`src/rtl/texel_copier_pkg.sv`:
```
// Shared definitions for the texel copier: coordinate width, pixel size and FSM states.
package texel_copier_pkg;

    localparam int unsigned COORD_WIDTH     = 11;
    localparam int unsigned BYTES_PER_PIXEL = 2;
    localparam int unsigned PIXEL_SHIFT     = $clog2(BYTES_PER_PIXEL);
    localparam int unsigned COUNT_WIDTH     = 2 * COORD_WIDTH;

    typedef logic [COORD_WIDTH-1:0] coord_t;

    typedef enum logic [2:0] {
        ST_IDLE,
        ST_WAIT,
        ST_CALC,
        ST_READ,
        ST_WRITE,
        ST_DONE
    } state_t;

endpackage

```
`src/rtl/texel_copier_pixel_addr.sv`:
```
// Registered framebuffer address: base + ((row*stride + col) << 1), plus a
// combinational out-of-range flag for (col, row) against (stride, limit).
module pixel_addr
    import texel_copier_pkg::*;
#(
    parameter int unsigned ADDR_WIDTH = 32
) (
    input  logic                  clk,
    input  logic                  rst,
    input  logic                  load,
    input  logic [ADDR_WIDTH-1:0] base,
    input  logic [COORD_WIDTH-1:0] stride,
    input  logic [COORD_WIDTH-1:0] limit,
    input  logic [COORD_WIDTH-1:0] row,
    input  logic [COORD_WIDTH-1:0] col,
    output logic [ADDR_WIDTH-1:0] adr,
    output logic                  oob
);

    logic [COUNT_WIDTH-1:0] offset;
    logic [ADDR_WIDTH-1:0]  byte_offset;

    // 22-bit product never overflows for 11-bit operands; the final sum wraps at ADDR_WIDTH.
    always_comb begin
        offset      = COUNT_WIDTH'(row) * COUNT_WIDTH'(stride) + COUNT_WIDTH'(col);
        byte_offset = ADDR_WIDTH'(offset) << PIXEL_SHIFT;
    end

    assign oob = (col >= stride) | (row >= limit);

    always_ff @(posedge clk) begin
        if (rst) begin
            adr <= '0;
        end else if (load) begin
            adr <= base + byte_offset;
        end
    end

endmodule

```
`src/rtl/texel_copier.sv`:
```
// Copies one source texel per rasterized pixel into the destination framebuffer
// over a single-master req/ack bus; out-of-range texels are replaced by a fill colour.
module texel_copier
    import texel_copier_pkg::*;
#(
    parameter int unsigned ADDR_WIDTH = 32,
    parameter int unsigned DATA_WIDTH = 16
) (
    input  logic                   clk,
    input  logic                   rst,
    input  logic                   start,
    input  logic [ADDR_WIDTH-1:0]  src_base,
    input  logic [ADDR_WIDTH-1:0]  dst_base,
    input  logic [COORD_WIDTH-1:0] hres,
    input  logic [COORD_WIDTH-1:0] vres,
    input  logic [DATA_WIDTH-1:0]  fill,
    input  logic [COORD_WIDTH-1:0] x,
    input  logic [COORD_WIDTH-1:0] y,
    input  logic [COORD_WIDTH-1:0] u,
    input  logic [COORD_WIDTH-1:0] v,
    input  logic                   ready,
    input  logic                   finished,
    output logic                   next,
    output logic [ADDR_WIDTH-1:0]  mem_adr,
    output logic                   mem_we,
    output logic [DATA_WIDTH-1:0]  mem_dat_w,
    input  logic [DATA_WIDTH-1:0]  mem_dat_r,
    output logic                   mem_req,
    input  logic                   mem_ack,
    output logic                   busy,
    output logic                   done,
    output logic [COUNT_WIDTH-1:0] pix_count
);

    state_t                state, state_next;
    logic [ADDR_WIDTH-1:0] src_base_q, dst_base_q;
    coord_t                hres_q, vres_q;
    coord_t                x_q, y_q, u_q, v_q;
    logic [DATA_WIDTH-1:0] fill_q, wdata;
    logic [ADDR_WIDTH-1:0] sadr, dadr;
    logic                  src_oob, dst_oob_unused;
    logic                  load_adr;

    assign load_adr = (state == ST_CALC);

    pixel_addr #(.ADDR_WIDTH(ADDR_WIDTH)) u_src_addr (
        .clk    (clk),
        .rst    (rst),
        .load   (load_adr),
        .base   (src_base_q),
        .stride (hres_q),
        .limit  (vres_q),
        .row    (v_q),
        .col    (u_q),
        .adr    (sadr),
        .oob    (src_oob)
    );

    // Destination range is the rasterizer's responsibility; its flag is not consulted.
    pixel_addr #(.ADDR_WIDTH(ADDR_WIDTH)) u_dst_addr (
        .clk    (clk),
        .rst    (rst),
        .load   (load_adr),
        .base   (dst_base_q),
        .stride (hres_q),
        .limit  (vres_q),
        .row    (y_q),
        .col    (x_q),
        .adr    (dadr),
        .oob    (dst_oob_unused)
    );

    always_ff @(posedge clk) begin
        if (rst) begin
            state <= ST_IDLE;
        end else begin
            state <= state_next;
        end
    end

    always_comb begin
        state_next = state;
        unique case (state)
            ST_IDLE:  if (start) state_next = ST_WAIT;
            ST_WAIT:  if (ready) state_next = finished ? ST_DONE : ST_CALC;
            ST_CALC:  state_next = src_oob ? ST_WRITE : ST_READ;
            ST_READ:  if (mem_ack) state_next = ST_WRITE;
            ST_WRITE: if (mem_ack) state_next = ST_WAIT;
            ST_DONE:  state_next = ST_IDLE;
            default:  state_next = ST_IDLE;
        endcase
    end

    always_comb begin
        next      = 1'b0;
        mem_req   = 1'b0;
        mem_we    = 1'b0;
        mem_adr   = '0;
        mem_dat_w = '0;
        busy      = 1'b0;
        done      = 1'b0;
        unique case (state)
            ST_WAIT: begin
                busy = 1'b1;
                next = ready & ~finished;
            end
            ST_CALC: busy = 1'b1;
            ST_READ: begin
                busy    = 1'b1;
                mem_req = 1'b1;
                mem_adr = sadr;
            end
            ST_WRITE: begin
                busy      = 1'b1;
                mem_req   = 1'b1;
                mem_we    = 1'b1;
                mem_adr   = dadr;
                mem_dat_w = wdata;
            end
            ST_DONE: done = 1'b1;
            default: ;
        endcase
    end

    always_ff @(posedge clk) begin
        if (rst) begin
            src_base_q <= '0;
            dst_base_q <= '0;
            hres_q     <= '0;
            vres_q     <= '0;
            fill_q     <= '0;
            x_q        <= '0;
            y_q        <= '0;
            u_q        <= '0;
            v_q        <= '0;
            wdata      <= '0;
            pix_count  <= '0;
        end else begin
            if (state == ST_IDLE && start) begin
                src_base_q <= src_base;
                dst_base_q <= dst_base;
                hres_q     <= hres;
                vres_q     <= vres;
                fill_q     <= fill;
                pix_count  <= '0;
            end
            if (next) begin
                x_q <= x;
                y_q <= y;
                u_q <= u;
                v_q <= v;
            end
            if (state == ST_CALC && src_oob) begin
                wdata <= fill_q;
            end
            if (state == ST_READ && mem_ack) begin
                wdata <= mem_dat_r;
            end
            if (state == ST_WRITE && mem_ack && pix_count != '1) begin
                pix_count <= pix_count + 1'b1;
            end
        end
    end

endmodule

```
`config.mk`:
```
export PLATFORM = sky130hd
export DESIGN_NAME = texel_copier
export DESIGN_NICKNAME = d
export VERILOG_FILES = /design/src/rtl/texel_copier_pkg.sv /design/src/rtl/texel_copier_pixel_addr.sv /design/src/rtl/texel_copier.sv
export SDC_FILE = /design/constraint.sdc
export NUM_CORES = 1
export LEC_CHECK = 0
export ABC_AREA = 1
export ABC_CLOCK_PERIOD_IN_PS = 7600
export CORE_ASPECT_RATIO = 1.4
export CORE_MARGIN = 2
export CORE_UTILIZATION = 25
export CTS_CLUSTER_SIZE = 14
export DETAILED_ROUTE_END_ITERATION = 8
export PLACE_DENSITY = 0.49
export SLEW_MARGIN = 30
export SYNTH_ARGS = -nofsm -noshare
export SYNTH_HDL_FRONTEND = slang
export SYNTH_HIERARCHICAL = 1
export SYNTH_SLANG_ARGS = --single-unit
```
`constraint.sdc`:
```
create_clock -name clk -period 7.6 [get_ports clk]
set_clock_uncertainty 0.15 [all_clocks]
set_input_delay 1.52 -clock clk [delete_from_list [all_inputs] [get_ports clk]]
set_output_delay 1.52 -clock clk [all_outputs]
set_load 0.005 [all_outputs]
```
### Word level (Yosys, flattened, before mapping)

Cells that the tools add are included.

| operators by class | value |
|---|---|
| add/subtract/negate cells | 5 |
| multiply operators | 2 |
| div/mod/pow operators | 0 |
| $lt $le $gt $ge | 2 |
| equal/unequal tests | 10 |
| shift-type cells | 0 |
| muxes and demuxes | 18 |
| bitwise operators | 3 |
| reduce and logical (&&, ||, !) cells | 11 |

Operators by type and width:

| operator | number |
|---|---|
| adder 32 x 23 -> 32 bit | 2 |
| case mux 32 bit (2 select lines) | 1 |
| two-way mux 16 bit | 3 |
| adder 22 x 11 -> 22 bit | 2 |
| multiplier 11 x 11 -> 22 bit | 2 |
| two-way mux 22 bit | 2 |
| adder 22 x 1 -> 22 bit (second input constant) | 1 |
| greater-or-equal comparator 11 bit | 2 |
| inequality test 22 bit (second input constant) | 1 |
| two-way mux 3 bit | 6 |
| case mux 3 bit (5 select lines) | 1 |
| inequality test 2 bit (second input constant) | 4 |
| equality test 3 x 2 -> 1 bit (second input constant) | 2 |
| equality test 3 bit (second input constant) | 2 |
| logical AND 1 bit | 5 |
| two-way mux 1 bit | 5 |
| AND reduction 4 bit | 1 |
| nonzero test 2 bit | 2 |
| OR reduction 4 bit | 1 |
| equality test 3 x 1 -> 1 bit (second input constant) | 1 |
| zero test 3 bit | 1 |
| OR reduction 2 bit | 1 |
| AND 1 bit | 1 |
| NOT 1 bit | 1 |
| OR 1 bit | 1 |

| word-level totals | value |
|---|---|
| flip-flop bits (word level) | 251 |
| latch bits | 0 |
| bits in writable memories | 0 |
| ROM bits | 0 |
| output and inout bits | 75 |
| logic and storage cells | 65 |
| memories kept | 0 |

### Longest topological paths before layout

Gate-level depths: netlist (run 1).

| logic depth | value |
|---|---|
| word-level depth | 5 |
| depth in mapped cells | 36 |
| gate-level depth less buffers | 35 |

### Cells and area by module

The synthesis (run 1) kept the hierarchy.

By module, submodules not included:

| module | instances | cells each | area each (um^2) | sequential area each (um^2) |
|---|---|---|---|---|
| pixel_addr at u_src_addr | 1 | 1298 | 8388.0 | 640.6 |
| pixel_addr at u_dst_addr | 1 | 1292 | 8354.3 | 640.6 |
| texel_copier | 1 | 1059 | 7777.5 | 3743.6 |

### Worst setup path before layout (run 1)

OpenSTA, ideal clock, no wires.

| timing | value |
|---|---|
| kind | flip-flop to flip-flop |
| from | reg hres_q[10] |
| to | reg u_dst_addr.adr[30] |
| setup time | 0.109 ns |
| arrival | 5.693 ns |
| required time | 7.341 ns |
| path slack | 1.648 ns |
| stages on the path, launching flop included | 30 |
| buffers on the path | 1 |
| cell sequence | dfxtp_1 clkbuf_1 nand2_1 fa_1 fa_1 inv_1 fa_1 fa_1 inv_1 fa_1 inv_1 ha_1 a21oi_1 o21ai_0 a21oi_1 o21ai_1 nand3_1 nand2_1 nand2_1 nand2_1 ha_1 nand2_2 nor2_2 inv_1 nor3_2 nand2_1 nand3_1 nand3_1 nand2_1 inv_1 |

| on the way | value |
|---|---|
| cells in the longest elaborated chain, start to end | 3 |

Ends and longest elaborated chain:

| element | line | source |
|---|---|---|
| start, declared | texel_copier.sv:37 | `coord_t hres_q, vres_q;` |
| start signal, assigned | texel_copier.sv:142 | `hres_q <= hres;` |
| multiplier 11 x 11 -> 22 bit | texel_copier_pixel_addr.sv:25 | `offset = COUNT_WIDTH'(row) * COUNT_WIDTH'(stride) + COUNT_WIDTH'(col);` |
| adder 22 x 11 -> 22 bit | texel_copier_pixel_addr.sv:25 |  |
| adder 32 x 23 -> 32 bit | texel_copier_pixel_addr.sv:35 | `adr <= base + byte_offset;` |
| end signal, assigned | texel_copier_pixel_addr.sv:35 |  |
| end, declared | texel_copier_pixel_addr.sv:16 | `output logic [ADDR_WIDTH-1:0] adr,` |

Every way passes these cells.
A chain may end at the register's enable or synchronous reset.

### Worst setup path in the final report (run 1)

| timing | value |
|---|---|
| from | reg hres_q[9] |
| to | reg u_dst_addr.adr[30] |

The elaborated chain is that of the path after synthesis.

==> impl_results.md, run 1 <==
- Placement Setup Slack: 0.734 ns
- DR WL/cell: 16.2 um
- CTS Buffer Depth: 3
- Layout Nets: 4289
- CP max FO: 24
- Worst EP arrival: 7.22 ns
- Initial antenna violation count: 5
- CTS tree: yes
- Final slew viol count: 0
- DRT antenna net count: 0
- CORE AREA: 95200 um^2
- Vias per cell: 4.41
- Finished Layout Cells: 4995
- Vias in the first global route: 22400
- Setup repair after global routing missed its margin: no
- GRT Total Usage: 0.164
- Ratio of cells with drive above 1 in the final layout: 0.0520
- Yosys warnings: 6
- Status: finished, final reports clean
- Vias: 22000
- Total power: 5.81 mW
- Worst EP required: 7.93 ns
- Reg clk slew, reported paths: 0.07 ns
- Die width: 266 um
- Synthesized cell area: 24000 um^2
- Detailed Place HPWL: 63700 um
- Clk Latency, worst-skew pair: 0.58 ns
- Initial Util: 0.252
- I/O pin total: 243
- Max IR drop VDD: 0.118 mV
- Hold Crit Class: register to register
- Max-slew headroom: 0.383
- Post-Synthesis Cells: 3560
- P per Cell Area: 202 nW/um^2
- H-tree depth: 2
- Placed cells: 4931
- Synthesis-to-layout area growth: 20.4%
- Fillcell total: 10600
- Hold Vio Cnt, Final: 0
- Tcrit/Tclk final: 0.906
- Max cap viols: 0
- Syn avg cell area: 6.73 um^2
- Hold Path Stages: 2
- Leakage power: 14.8 nW
- Post-layout util: 0.303
- DRT Wirelength: 80900 um
- 1st-iter DRT viols: 1089
- Postcts setup bufs: 0
- DIE AREA: 98300 um^2
- Pin count of the biggest net entering global routing: 87
- Setup_tns: 0 ns
- Fin crit period: 6.88 ns
- WHS: 0.313 ns
- Overflow after GRT: 0
- F_max: 145 MHz
- TritonCTS Sinks: 251
- Post-CTS Resized: 0
- Input/output buffers: 242
- CP Class: register to register
- First-pass GRT wire length: 126000 um
- Worst R2R Path Depth: 27
- Startpoint Class: register
- Worst Tran Pin Value: 0.926 ns
- Worst Setup End Kind: register
- Synthesized Nets: 4105
- Rows: 134
- Root buffer cell: clkbuf_16
- # hold bufs at CTS: 0
- Gpl congestion: 0.881
- DRC: 0
- Inserted Clock Buffers: 35
- Die Y: 370 um
- Setup-failing EPs final: 0
- Final worst slack: 0.716 ns
- Total iterations of the first detailed-routing run: 5
- Final instance area: 28800 um^2
- DP Area: 27600 um^2
==> layer usage <==
| layer | part of all wire | GRT usage | vias to the layer above | wire length, um |
|---|---|---|---|---|
| li1 | - | - | 11200 | - |
| met5 | 0.00052 | 0 | - | 42 |
| met1 | 0.42 | 0.188 | 10300 | 33900 |
| met4 | 0.029 | 0.0518 | 8 | 2370 |
| met3 | 0.038 | 0.0209 | 115 | 3080 |
| met2 | 0.51 | 0.312 | 438 | 41500 |
==> path summary, 6_finish.rpt <==
kind                  start                  to  slack [ns]
hold reg to reg   fill_q[6]           fill_q[6]        0.31
hold / removal    fill_q[6]           fill_q[6]        0.31
setup reg to reg  hres_q[9]  u_dst_addr/adr[30]        0.72
setup / recovery  hres_q[9]  u_dst_addr/adr[30]        0.72
==> layout by cell type, fill, tap and decap left out, drive strengths merged <==
cell type / instances
nand2: 837
inv: 713
nor2: 555
dfxtp: 251
clkdlybuf4s50: 241
o21ai: 225
ha: 193
fa: 184
nand3: 174
a21oi: 111
xor2: 55
clkbuf: 48
buf: 37
a22o: 32
nor3: 28
nand4: 21
xnor2: 12
o21bai: 11
clkinv: 9
a31oi: 8
and2: 6
bufinv: 5
o211ai: 3
o2111ai: 3
o21a: 2
nand3b: 2
a211oi: 2
diode: 1
a21boi: 1
a21o: 1
==> state kept, by name, indices dropped and copies added, names as in the netlist, 16 cells and up <==
signal	flops
wdata	16
u_dst_addr/adr	32
pix_count	22
fill_q	16
src_base_q	32
dst_base_q	32
u_src_addr/adr	32
==> power by group <==
group | switching [mW] | leakage, nW | internal (mW)
combinational | 1.43 | 12.2 | 0.759
sequential | 0.272 | 2.05 | 1.53
clock | 0.711 | 0.623 | 1.11
total | 2.41 | 14.8 | 3.40
==> final cells by class <==
type	count	area, um^2	share of cell area
well taps	1224	1530	0.0531
repair buffers	278	2690	0.0934
diodes	1	2.50	0.0000868
flip-flops and latches	251	5030	0.174
clock buffers	48	1010	0.0352
inverters	712	2680	0.0929
clock inverters	15	248	0.00859
multi-input cells	2466	15600	0.542
==> critical path: stages, from the launching register on <==
cell and delay, ns:
dfxtp_1 0.90, nand2_1 0.17, fa_1 0.53, fa_1 0.55
inv_1 0.05, fa_1 0.52, fa_1 0.57, inv_1 0.06
fa_1 0.52, inv_1 0.04, ha_1 0.35, nand2_1 0.10
nor2_1 0.19, nand4_1 0.11, o21ai_1 0.29, nand3_1 0.15
nand3_1 0.10, nand2_1 0.11, ha_1 0.43, nand2_2 0.13
nor2_2 0.15, inv_1 0.08, nor3_2 0.16, nand2_1 0.08
nand3_1 0.09, nand3_1 0.09, nand2_1 0.08, inv_1 0.03
Power figures use the tool's default switching activity.
==> run 2: changes to the inputs <==
--- a/config.mk
+++ b/config.mk
@@ -6,13 +6,13 @@
 export NUM_CORES = 1
 export LEC_CHECK = 0
 export ABC_AREA = 1
-export ABC_CLOCK_PERIOD_IN_PS = 7600
+export ABC_CLOCK_PERIOD_IN_PS = 7890
 export CORE_ASPECT_RATIO = 1.4
 export CORE_MARGIN = 2
-export CORE_UTILIZATION = 25
+export CORE_UTILIZATION = 40
 export CTS_CLUSTER_SIZE = 14
 export DETAILED_ROUTE_END_ITERATION = 8
-export PLACE_DENSITY = 0.49
+export PLACE_DENSITY = 0.67
 export SLEW_MARGIN = 30
 export SYNTH_ARGS = -nofsm -noshare
 export SYNTH_HDL_FRONTEND = slang
==> constraint.sdc (replaced) <==
create_clock -name clk -period 7.89 [get_ports clk]
set_clock_uncertainty 0.15 [all_clocks]
set_input_delay 1.578 -clock clk [delete_from_list [all_inputs] [get_ports clk]]
set_output_delay 1.578 -clock clk [all_outputs]
set_load 0.005 [all_outputs]
==> run 2 against run 1 <==
Non-clock buffer count decreased by 16. Largest power group unchanged. Critical path depth is the same. Critical endpoint is now u_dst_addr/adr[31]. Sequential share of layout area is 0.56 points higher. Global-route usage grew 6.9 points. Core utilization increased by 17 points. Highest routed layer is now met4. Fmax down 0.53%. Via count fell by 0.58%.
==> impl_results.md, run 2 (same netlist as run 1, synthesis figures left out) <==
- # hold bufs at CTS: 0 (unchanged)
- First-pass GRT wire length: 115000 um (was 126000 um)
- CTS tree: yes (unchanged)
- Ratio of cells with drive above 1 in the final layout: 0.0459 (was 0.0520)
- CP max FO: 24 (unchanged)
- Gpl congestion: 0.973 (was 0.881)
- Startpoint Class: register (unchanged)
- TritonCTS Sinks: 251 (unchanged)
- Most frequent cells in the layout: nand2_1, inv_1, nor2_1, dfxtp_1, clkdlybuf4s50_1 (unchanged)
- Initial antenna violation count: 3 (was 5)
- Root buffer cell: clkbuf_16 (unchanged)
- Number of buffers and inverters on the critical path: 4 (was 5)
- Setup-failing EPs final: 0 (unchanged)
- DRT antenna net count: 0 (unchanged)
- Reg-to-reg endpoint: u_dst_addr/adr[31] (was u_dst_addr/adr[30])
- Clk Latency, worst-skew pair: 0.60 ns (was 0.58 ns)
- Commonest non-fill, non-tap cell in the layout: nand2_1 (unchanged)
- Vias per cell: 4.87 (was 4.41)
- Fillcell total: 6115 (was 10600)
- DR WL/cell: 15.9 um (was 16.2 um)
- Family with the most delay on the worst path: adder cells (unchanged)
- Worst r2r src: hres_q[9] (unchanged)
- Hold Crit Class: register to register (unchanged)
- Total iterations of the first detailed-routing run: 6 (was 5)
- F_max: 144 MHz (was 145 MHz)
- DRC: 0 (unchanged)
- Hold_sp: fill_q[6] (unchanged)
- Worst R2R Path Depth: 27 (unchanged)
- Setup_tns: 0 ns (unchanged)
- GRT Total Usage: 0.233 (was 0.164)
- CP Class: register to register (unchanged)
- Seq pwr share: 0.328 (was 0.310)
- Fin crit period: 6.92 ns (was 6.88 ns)
- I/O pin total: 243 (unchanged)
- Status: finished, final reports clean (unchanged)
- DRT Wirelength: 71500 um (was 80900 um)
- Reported net switching power: 2.18 mW (was 2.41 mW)
- Synthesis-to-layout area growth: 16.6% (was 20.4%)
- Die width: 211 um (was 266 um)
- Rows: 106 (was 134)
- Max-slew headroom: 0.409 (was 0.383)
- Final slew viol count: 0 (unchanged)
- DIE AREA: 61900 um^2 (was 98300 um^2)
- Vias in the first global route: 22200 (was 22400)
- Postcts setup bufs: 0 (unchanged)
- Worst EP required: 8.24 ns (was 7.93 ns)
- CTS Buffer Depth: 3 (unchanged)
- P per Cell Area: 189 nW/um^2 (was 202 nW/um^2)
- Worst Setup End Kind: register (unchanged)
- Crit path max-delay cell type: dfxtp_1 (unchanged)
- Hold Path Stages: 2 (unchanged)
- Setup repair after global routing missed its margin: no (unchanged)
- Inserted Clock Buffers: 29 (was 35)
- 1st-iter DRT viols: 1430 (was 1089)
- Post-layout util: 0.470 (was 0.303)
- CP max stage delay: 0.89 ns (was 0.90 ns)
- Die Y: 294 um (was 370 um)
- Max cap viols: 0 (unchanged)
- Post-CTS Resized: 0 (unchanged)
- Layout Nets: 4267 (was 4289)
- Worst Hold Endpoint: fill_q[6] (unchanged)
- P_int: 3.10 mW (was 3.40 mW)
- Reg clk slew, reported paths: 0.07 ns (about the same)
- Leakage power: 14.7 nW (was 14.8 nW)
- Final worst slack: 0.969 ns (was 0.716 ns)
- Worst Tran Pin Value: 0.887 ns (was 0.926 ns)
- Pin count of the biggest net entering global routing: 99 (was 87)
- Clock power share: 0.286 (was 0.314)
- Initial Util: 0.403 (was 0.252)
- Reg2Reg Setup Slack: 0.97 ns (was 0.72 ns)
- Worst EP arrival: 7.27 ns (was 7.22 ns)
- Gate power share: 0.385 (was 0.376)
- Most common cell on crit path: nand2_1
- Sw Ratio: 0.414 (about the same)
- Detailed Place HPWL: 56200 um (was 63700 um)
- CORE AREA: 59400 um^2 (was 95200 um^2)
- Overflow after GRT: 0 (unchanged)
- Input/output buffers: 242 (unchanged)
- Vias: 21900 (was 22000)
- Hold Vio Cnt, Final: 0 (unchanged)
- H-tree depth: 1 (was 2)
- Placement Setup Slack: 0.988 ns (was 0.734 ns)
- Tcrit/Tclk final: 0.877 (was 0.906)
- Max IR drop VDD: 0.180 mV (was 0.118 mV)
-- run 2: metal layers --
layer / part of all wire / GRT usage / vias to the layer above / routed length (um)
met1: 0.42 / 0.271 / 10100 / 29800
met3: 0.039 / 0.0245 / 161 / 2760
met2: 0.50 / 0.425 / 522 / 35400
met5: 0 / 0 / - / 0
met4: 0.050 / 0.111 / 0 / 3560
li1: - / - / 11100 / -
-- run 2: how the worst max path moves through the flow --
stage	startpoint	endpoint	cells after the start
6_report	hres_q[9]	u_dst_addr/adr[31]	27
4_1_cts	hres_q[9]	u_dst_addr/adr[30]	27
2_1_floorplan	hres_q[10]	u_dst_addr/adr[30]	29
3_5_place_dp	hres_q[9]	u_dst_addr/adr[30]	27
3_3_place_gp	hres_q[2]	u_src_addr/adr[31]	27
5_1_grt	hres_q[9]	u_dst_addr/adr[28]	29
-- run 2: cell type report --
cell class | count | area [um^2] | share of cell area
antenna | 2 | 5.00 | 0.000179
clock buffer | 36 | 782 | 0.0280
timing repair buffer | 262 | 2570 | 0.0921
multi-input combinational | 2466 | 15600 | 0.560
sequential | 251 | 5030 | 0.180
inverter | 712 | 2680 | 0.0959
clock inverter | 18 | 284 | 0.0102
tap | 756 | 946 | 0.0339
-- run 2: through the flow --
| step | hold WS, ns | instances | total power, mW | cell area (um^2) |
|---|---|---|---|---|
| CTS | 0.311 | 4501 | 5.34 | 27900 |
| floorplan | 0.275 | 3560 | 3.10 | 24000 |
| finish | 0.309 | 4503 | 5.28 | 27900 |
| detailed placement | 0.302 | 4447 | 3.78 | 26800 |
| global placement | 0.294 | 4447 | 3.76 | 26800 |
| global route | 0.333 | 4503 | 5.69 | 27900 |
-- run 2: worst reg2reg max path: stages, from the launching register on --
cell	delay [ns]
dfxtp_1	0.89
nand2_1	0.17
fa_1	0.53
fa_1	0.56
inv_1	0.06
fa_1	0.52
fa_1	0.56
inv_1	0.06
fa_1	0.53
inv_1	0.04
ha_1	0.33
nand2_1	0.10
nor2_1	0.18
nand4_1	0.10
o21ai_1	0.33
nand3_1	0.15
nand3_1	0.11
nand2_1	0.13
ha_1	0.31
a21oi_1	0.29
nand2_1	0.13
o21bai_1	0.21
nand2_1	0.09
nand2_1	0.05
nand2_1	0.05
nand3_1	0.06
nand2_1	0.09
inv_1	0.04
-- run 2: power by group through the flow --
| stage | sequential [mW] | clock (mW) | combinational [mW] |
|---|---|---|---|
| after floorplan | 1.61 | 0 | 1.49 |
| after global placement | 1.76 | 0 | 2.01 |
| final | 1.74 | 1.51 | 2.03 |
| after CTS | 1.74 | 1.56 | 2.04 |
| after detailed placement | 1.76 | 0 | 2.02 |
| after global routing | 1.77 | 1.61 | 2.31 |
==> run 3: changes to the inputs <==
--- a/config.mk
+++ b/config.mk
@@ -5,14 +5,14 @@
 export SDC_FILE = /design/constraint.sdc
 export NUM_CORES = 1
 export LEC_CHECK = 0
-export ABC_AREA = 1
+export ABC_AREA = 0
 export ABC_CLOCK_PERIOD_IN_PS = 7890
 export CORE_ASPECT_RATIO = 1.4
 export CORE_MARGIN = 2
 export CORE_UTILIZATION = 40
 export CTS_CLUSTER_SIZE = 14
 export DETAILED_ROUTE_END_ITERATION = 8
-export PLACE_DENSITY = 0.67
+export PLACE_DENSITY = 0.68
 export SLEW_MARGIN = 30
 export SYNTH_ARGS = -nofsm -noshare
 export SYNTH_HDL_FRONTEND = slang
==> run 3 against run 2 <==
Sequential power is 20% lower. Global-route usage is 0.55 points lower. Fmax decreased by 7.5%. Critical path depth fell by 2. Via count shrank 13%. Register-to-register slack got worse by 0.57 ns.
==> impl_results.md, run 3 <==
- Crit path max-delay cell type: or4b_1 (was dfxtp_1)
- Reg clk slew, reported paths: 0.07 ns (about the same)
- Pin count of the biggest net entering global routing: 104 (was 99)
- DR WL/cell: 18.0 um (was 15.9 um)
- Max cap viols: 0 (unchanged)
- I/O pin total: 243 (unchanged)
- Most frequent cells in the layout: nand2_1, inv_1, dfxtp_1, clkdlybuf4s50_1, a21oi_1 (was nand2_1, inv_1, nor2_1, dfxtp_1, clkdlybuf4s50_1)
- DIE AREA: 56400 um^2 (was 61900 um^2)
- Startpoint Class: register (unchanged)
- Reg2Reg Setup Slack: 0.40 ns (was 0.97 ns)
- CP max stage delay: 0.56 ns (was 0.89 ns)
- Initial Util: 0.403 (about the same)
- Clk Latency, worst-skew pair: 0.60 ns (about the same)
- Setup-failing EPs final: 0 (unchanged)
- Initial antenna violation count: 0 (was 3)
- Layout Nets: 3404 (was 4267)
- Worst R2R Path Depth: 25 (was 27)
- Tcrit/Tclk final: 0.949 (was 0.877)
- CP max FO: 12 (was 24)
- Inserted Clock Buffers: 29 (unchanged)
- H-tree depth: 1 (unchanged)
- DRT Wirelength: 65000 um (was 71500 um)
- Hold Crit Class: register to register (unchanged)
- WP depth: 25 (was 27)
- F_max: 134 MHz (was 144 MHz)
- 1st-iter DRT viols: 896 (was 1430)
- Grt met2 use: 0.422 (was 0.425)
- Family with the most delay on the worst path: adder cells (unchanged)
- Max IR drop VDD: 0.193 mV (was 0.180 mV)
- Input/output buffers: 242 (unchanged)
- Commonest non-fill, non-tap cell in the layout: nand2_1 (unchanged)
- Postcts setup bufs: 0 (unchanged)
- Crit path from: hres_q[3] (was hres_q[9])
- Root buffer cell: clkbuf_16 (unchanged)
- Ratio of cells with drive above 1 in the final layout: 0.0489 (was 0.0459)
- Rows: 101 (was 106)
- Leakage power: 11.4 nW (was 14.7 nW)
- WHS: 0.303 ns (was 0.309 ns)
- CTS Buffer Depth: 3 (unchanged)
- CP Class: register to register (unchanged)
- Worst r2r src: hres_q[3] (was hres_q[9])
- Number of buffers and inverters on the critical path: 4 (unchanged)
- Vias: 19000 (was 21900)
- Overflow after GRT: 0 (unchanged)
- Syn avg cell area: 8.12 um^2 (was 6.73 um^2)
- Worst EP arrival: 7.81 ns (was 7.27 ns)
- Worst EP required: 8.22 ns (was 8.24 ns)
- Most common cell on crit path: fa_1 (was nand2_1)
- DRC: 0 (unchanged)
- Vias in the first global route: 19500 (was 22200)
- Final slew viol count: 0 (unchanged)
- Total iterations of the first detailed-routing run: 5 (was 6)
- Max-slew headroom: 0.416 (was 0.409)
- Met1 GRT Util: 0.266 (was 0.271)
- Die Y: 280 um (was 294 um)
- Worst Tran Pin Value: 0.875 ns (was 0.887 ns)
- Fin crit period: 7.49 ns (was 6.92 ns)
- CORE AREA: 54100 um^2 (was 59400 um^2)
- First-pass GRT wire length: 104000 um (was 115000 um)
- Reg-to-reg endpoint: u_src_addr/adr[29] (was u_dst_addr/adr[31])
- Synthesis-to-layout area growth: 18.5% (was 16.6%)
- Hold Vio Cnt, Final: 0 (unchanged)
- Die width: 201 um (was 211 um)
- TritonCTS Sinks: 251 (unchanged)
- Gpl congestion: 0.902 (was 0.973)
- Synthesized Nets: 3230 (was 4105)
- Worst Setup End Kind: register (unchanged)
- GRT Total Usage: 0.227 (was 0.233)
- Vias per cell: 5.27 (was 4.87)
- GRT met3 Usage: 0.0300 (was 0.0245)
- Post-layout util: 0.477 (was 0.470)
- Synthesized cell area: 21800 um^2 (was 24000 um^2)
- Detailed Place HPWL: 51100 um (was 56200 um)
- Global routing's busiest layer: met2 (unchanged)
- Diode count: 0 (was 2)
- Yosys warnings: 6 (unchanged)
- End point of the critical path: u_src_addr/adr[29] (was u_dst_addr/adr[31])
- DRT antenna net count: 0 (unchanged)
- P per Cell Area: 130 nW/um^2 (was 189 nW/um^2)
- Status: finished, final reports clean (unchanged)
- CTS tree: yes (unchanged)
- Post-Synthesis Cells: 2685 (was 3560)
run 3: changes by cell type in the layout (fill, tap and decap cells not counted), moves of 26 or more:
| cell | change |
|---|---|
| a211oi_1 | +39 |
| a21oi_1 | +134 |
| and2_1 | +96 |
| inv_1 | -385 |
| mux2i_1 | +41 |
| nand2_1 | -263 |
| nand2_2 | -26 |
| nand3_1 | -128 |
| nor2_1 | -409 |
| o21ai_0 | -148 |
| xnor2_1 | +37 |
run 3: worst reg2reg max path, cell delays in order, from the launching register on:
cell and delay (ns):
dfxtp_1 0.45, buf_4 0.26, nand2_1 0.11, fa_1 0.55, fa_1 0.45, fa_1 0.55, inv_1 0.05, fa_1 0.50
inv_1 0.06, fa_1 0.48, inv_1 0.05, ha_1 0.33, o21a_1 0.15, o221ai_1 0.17, o21ai_2 0.25, a41oi_1 0.25
or4b_1 0.56, nand4_1 0.12, ha_1 0.37, and4_4 0.26, nor2b_1 0.15, a221oi_1 0.42, nor3b_1 0.11, a21oi_1 0.16
nor2_1 0.06, a2111oi_0 0.37
run 3: cell type report:
| cell class | instances | area [um^2] |
|---|---|---|
| fill | 5393 | 28300 |
| tap | 721 | 902 |
| clock buffer | 40 | 827 |
| clock inverter | 13 | 129 |
| inverter | 314 | 1180 |
| multi-input combinational | 1978 | 15000 |
| timing repair buffer | 285 | 2750 |
| sequential | 251 | 5030 |
run 3: repair_timing:
item                                    4_1_cts  5_1_grt
resized for setup                             0        7
hold buffers                                  0        0
endpoints found under the setup margin        0        9
run 3: metal layers:
layer	wire [um]	up-vias	part of all wire
li1	-	9197	-
met1	26000	9206	0.40
met5	0	-	0
met4	2350	0	0.036
met2	33600	473	0.52
met3	2960	101	0.045
run 3: worst min path at each step:
stage                         end               start  depth (start not counted)
2_1_floorplan  u_dst_addr/adr[14]  u_dst_addr/adr[14]                          2
3_3_place_gp   u_src_addr/adr[19]  u_src_addr/adr[19]                          2
3_5_place_dp   u_src_addr/adr[14]  u_src_addr/adr[14]                          2
4_1_cts                 fill_q[3]           fill_q[3]                          2
5_1_grt        u_dst_addr/adr[21]  u_dst_addr/adr[21]                          2
6_report                fill_q[3]           fill_q[3]                          2
run 3: stage by stage:
stage | worst slack (ns) | power [mW] | cells | TNS, ns | instance area, um^2
after floorplan | 1.11 | 1.75 | 2685 | 0 | 21800
after global placement | 0.468 | 1.99 | 3549 | 0 | 24800
after detailed placement | 0.346 | 2.00 | 3549 | 0 | 24800
after CTS | 0.305 | 3.39 | 3602 | 0 | 25800
after global routing | -0.0972 | 3.50 | 3602 | -0.220 | 25800
final | 0.404 | 3.35 | 3602 | 0 | 25800
run 3: power breakdown:
part	internal (mW)	total (mW)	switching [mW]
registers	1.32	1.39	0.0657
clock network	0.772	1.37	0.599
logic	0.242	0.584	0.342
